[config.mk]
export PLATFORM = sky130hd
export DESIGN_NAME = arb8_dec_ctrl
export DESIGN_NICKNAME = d
export VERILOG_FILES = /design/src/rtl/arb8_dec_ctrl.sv
export SDC_FILE = /design/constraint.sdc
export NUM_CORES = 1
export LEC_CHECK = 0
export ABC_CLOCK_PERIOD_IN_PS = 4410
export BUFFER_PORTS_ARGS = -buffer_cell sky130_fd_sc_hd__buf_2
export CORE_AREA = 4 4 55 57
export DETAILED_ROUTE_END_ITERATION = 6
export DIE_AREA = 0 0 59 61
export GPL_TIMING_DRIVEN = 0
export PLACE_DENSITY = 0.77
export SYNTH_ARGS = -nofsm -noshare
export SYNTH_HDL_FRONTEND = slang
export SYNTH_SLANG_ARGS = --single-unit
[constraint.sdc]
create_clock -name clk -period 4.41 [get_ports clk]
set_input_delay 0.441 -clock clk [delete_from_list [all_inputs] [get_ports clk]]
set_output_delay 0.441 -clock clk [all_outputs]
set_load 0.005 [all_outputs]
[src/rtl/arb8_dec_ctrl.sv]
// arb8_dec_ctrl: 8-way round-robin arbiter driving a 3-to-8 decoder.
// Ports: clk, rst (async high), req[7:0] in; sel[2:0], en_n, gnt[7:0], busy out.
module arb8_dec_ctrl #(
    parameter int MAX_HOLD = 4,
    parameter int HCW      = (MAX_HOLD > 1) ? $clog2(MAX_HOLD) : 1
) (
    input  logic       clk,
    input  logic       rst,
    input  logic [7:0] req,
    output logic [2:0] sel,
    output logic       en_n,
    output logic [7:0] gnt,
    output logic       busy
);

    localparam logic [HCW-1:0] HLIM = HCW'(MAX_HOLD - 1);

    typedef enum logic {
        IDLE,
        GRANT
    } state_t;

    state_t         r_state;
    state_t         w_state_nx;
    logic [2:0]     r_sel;
    logic [2:0]     w_sel_nx;
    logic [2:0]     r_ptr;
    logic [2:0]     w_ptr_nx;
    logic           r_en_n;
    logic           w_en_n_nx;
    logic [HCW-1:0] r_hcnt;
    logic [HCW-1:0] w_hcnt_nx;
    logic [7:0]     r_gnt;
    logic [7:0]     w_gnt_nx;

    logic           w_rel;
    logic           w_found;
    logic [2:0]     w_sptr;
    logic [2:0]     w_off;
    logic [2:0]     w_idx;
    logic [15:0]    w_dbl;
    logic [7:0]     w_rot;

    // On release the search starts just past the owner, so the owner
    // itself is examined last.
    always_comb begin
        w_rel   = (r_state == GRANT) &&
                  (!req[r_sel] || (r_hcnt == HLIM));
        w_sptr  = (r_state == GRANT) ? (r_sel + 3'd1) : r_ptr;
        w_dbl   = {req, req} >> w_sptr;
        w_rot   = w_dbl[7:0];
        w_found = |req;
        w_off   = 3'd0;
        for (int k = 7; k >= 0; k--) begin
            if (w_rot[k]) begin
                w_off = 3'(k);
            end
        end
        w_idx = w_sptr + w_off;
    end

    always_comb begin
        w_state_nx = r_state;
        w_sel_nx   = r_sel;
        w_ptr_nx   = r_ptr;
        w_en_n_nx  = r_en_n;
        w_hcnt_nx  = r_hcnt;
        unique case (r_state)
            IDLE: begin
                if (w_found) begin
                    w_state_nx = GRANT;
                    w_sel_nx   = w_idx;
                    w_en_n_nx  = 1'b0;
                    w_hcnt_nx  = '0;
                end
            end
            GRANT: begin
                if (!w_rel) begin
                    w_hcnt_nx = r_hcnt + 1'b1;
                end else begin
                    w_ptr_nx  = r_sel + 3'd1;
                    w_hcnt_nx = '0;
                    if (w_found) begin
                        w_sel_nx = w_idx;
                    end else begin
                        w_en_n_nx  = 1'b1;
                        w_state_nx = IDLE;
                    end
                end
            end
            default: begin
                w_state_nx = IDLE;
            end
        endcase
        // Grant is registered from next-state values so it never glitches.
        w_gnt_nx = w_en_n_nx ? 8'h00 : (8'h01 << w_sel_nx);
    end

    always_ff @(posedge clk or posedge rst) begin
        if (rst) begin
            r_state <= IDLE;
            r_sel   <= 3'd0;
            r_ptr   <= 3'd0;
            r_en_n  <= 1'b1;
            r_hcnt  <= '0;
            r_gnt   <= 8'h00;
        end else begin
            r_state <= w_state_nx;
            r_sel   <= w_sel_nx;
            r_ptr   <= w_ptr_nx;
            r_en_n  <= w_en_n_nx;
            r_hcnt  <= w_hcnt_nx;
            r_gnt   <= w_gnt_nx;
        end
    end

    assign sel  = r_sel;
    assign en_n = r_en_n;
    assign gnt  = r_gnt;
    assign busy = ~r_en_n;

endmodule
==> flow_summary.json <==
{
  "wl_per_cell_um": 15.3,
  "layout.nets": 151,
  "die_h_um": 61,
  "final_layout_size_suffix_gt1_share_pct": 35.0,
  "setup_viol": 0,
  "cts_tree": "done",
  "crit_family": "multiplexers",
  "synth.avg_cell_area_um2": 11.2,
  "tightest_slew_ns": 0.641,
  "worstPathArrival_ns": 4.09,
  "die_w_um": 59,
  "grt_antenna_before_repair": 0,
  "path_class": "flip-flop to flip-flop",
  "cts_setup_buffers": 0,
  "max_stage_delay_ns": 0.49,
  "synth.area.top_cells": "dfrtp_1 34%, mux4_2 18%, mux2i_1 7.3%, nand2_1 4.2%, mux2_2 3.6%",
  "synth_top_area_cell": "dfrtp_1",
  "syn_nets": 124,
  "placed_cell_area_um2": 1390,
  "critPathMaxFanout": 9,
  "port_buffers": 22,
  "clock_skew_ns": 0.00148,
  "max_slew_margin_pct": 57.2,
  "crit_chain": "ha_1, mux2_4, buf_6, mux4_2, mux2_2, o211ai_1, a31o_2, and2_1, nor2b_1, fa_1, mux2_2, nor2_1, inv_1, nor3_1",
  "ctsResizeCount": 0,
  "final_core_util_pct": 57.1,
  "grt_max_degree": 19,
  "htree_levels": 1,
  "setup_tns_ns": 0,
  "fin_crit_ns": 3.87,
  "final_area_um2": 1410,
  "hold_class": "primary input to async pin",
  "yosysTopAreaCellShare_pct": 34.3,
  "outcome": "complete, no violations",
  "syn_area_um2": 1240,
  "path_common_cell": "mux2_2",
  "yosys_warnings": 0,
  "yosys_register_bits": 18,
  "hold_viol_final": 0,
  "grt_pass1_vias": 949,
  "cts.clk_slew.worst_paths_ns": 0.09,
  "min_period_over_period_pct": 87.8,
  "cts_root_buf": "clkbuf_4",
  "hold_buffers": 0,
  "drc": 0,
  "ys_async_sr_fraction_pct": 100,
  "grt_usage_pct": 15.9,
  "worstPathRequired_ns": 4.63,
  "gp_congestion": 0.801,
  "cts_buffers": 3,
  "routed_via_density": 5.80,
  "max-cap-violations": 0,
  "routed_wl_um": 2560,
  "setup_ws_ns": 0.540,
  "areaGrowthSynthToFinish_pct": 14.0,
  "core-area_um2": 2480,
  "slowest_stage": "dfrtp_1",
  "synth.distinct_cells": 33,
  "via_count": 968,
  "grt_overflow_total": 0,
  "grt_pass1_wl_um": 4280,
  "maxSlewViolCount": 0,
  "fp-row-count": 18,
  "drtIter0Drc": 32,
  "start_util_pct": 50.1,
  "ys_seq_area_share_pct": 36.4,
  "fmax_mhz": 258,
  "synth_edf_count": 0,
  "synth_top_flop_cell": "dfrtp_1",
  "netlist_instances": 111,
  "nFillCells": 218,
  "worst-path-buf-inv": 2,
  "dp_hpwl_um": 2010,
  "clock_latency_ns": 0.29,
  "startpoint_type": "flip-flop",
  "die-area_um2": 3600,
  "critPathCaptureType": "flip-flop",
  "drt_pass1_iterations": 4,
  "n_antenna_cell": 0,
  "rsz0062_at_grt": "no",
  "clock_sinks": 18,
  "io_pins": 23,
  "drt.antenna.violating_nets": 0,
  "place_ws_ns": 0.516,
  "cts_buffer_depth": 2
}
[routing by layer]
layer	GRT usage (%)	share of wire, %	up-vias	wire length, um
li1	-	-	463	-
met1	19.9	41	478	1050
met2	26.8	52	20	1340
met3	2.55	4.3	7	110
met4	7.77	2.2	0	56
met5	0	0	-	0
[sequential cells by signal, indices dropped and copies added (netlist names)]
name	cells
gnt	8
sel	3
r_ptr	3
r_hcnt	2
en_n	1
r_state	1
[synthesized netlist by cell type (all sizes together), types with 4 or more instances]
library cell	n
dfrtp	17
nand2	14
mux4	10
mux2i	9
o21ai	7
inv	6
mux2	5
and3	4
buf	4
nor2	4
nor3	4
[placed cells by master, fill, tap and decap left out, types with 3 or more instances in the layout]
cell,count
buf_2,24
dfrtp_1,17
nand2_1,14
mux4_2,10
mux2i_1,9
inv_1,6
o21ai_0,6
nor2_1,4
mux2_2,4
nor3_1,4
and3_1,4
clkbuf_4,3
[kinds of logic (layout without fill, tap and decap cells)]
logic type / count (synthesis) / count (layout) / share of synthesized area, %
buf+inv: 10 / 36 / 4.44
mux: 24 / 24 / 30.3
flops: 18 / 18 / 36.4
compound gates: 15 / 15 / 7.87
fa+ha+maj: 3 / 3 / 3.63
simple gates: 38 / 38 / 15.2
xor+xnor: 3 / 3 / 2.12
[through the flow]
step	cells	hold WS, ns
5_1_grt	167	0.263
3_5_place_dp	163	0.481
3_3_place_gp	163	0.459
2_1_floorplan	111	0.379
6_report	167	0.214
4_1_cts	167	0.228
[path summary, 6_finish.rpt]
check                                end  slack, ns  depth (start not counted)      from
worst min-delay path              gnt[4]       0.21                          2       rst
worst min register to register  r_ptr[2]       0.50                          2  r_ptr[2]
worst max register to register    gnt[0]       0.54                         14    sel[0]
worst max-delay path              gnt[0]       0.54                         14    sel[0]
max in group asynchronous         sel[1]       3.79                          2       rst
min in group clk                r_ptr[2]       0.50                          2  r_ptr[2]
[layout make-up]
type / instances / area, um^2 / share of cell area, %
clock buffer: 4 / 26.3 / 1.86
multi-input combinational: 83 / 733 / 51.9
buffer: 4 / 32.5 / 2.30
sequential: 18 / 452 / 31.9
tap: 30 / 37.5 / 2.65
timing repair buffer: 22 / 110 / 7.79
inverter: 6 / 22.5 / 1.59
Power is left out: the tool's default activity adds up to more than one toggle a clock period on the data nets, which glitch-free logic cannot reach.
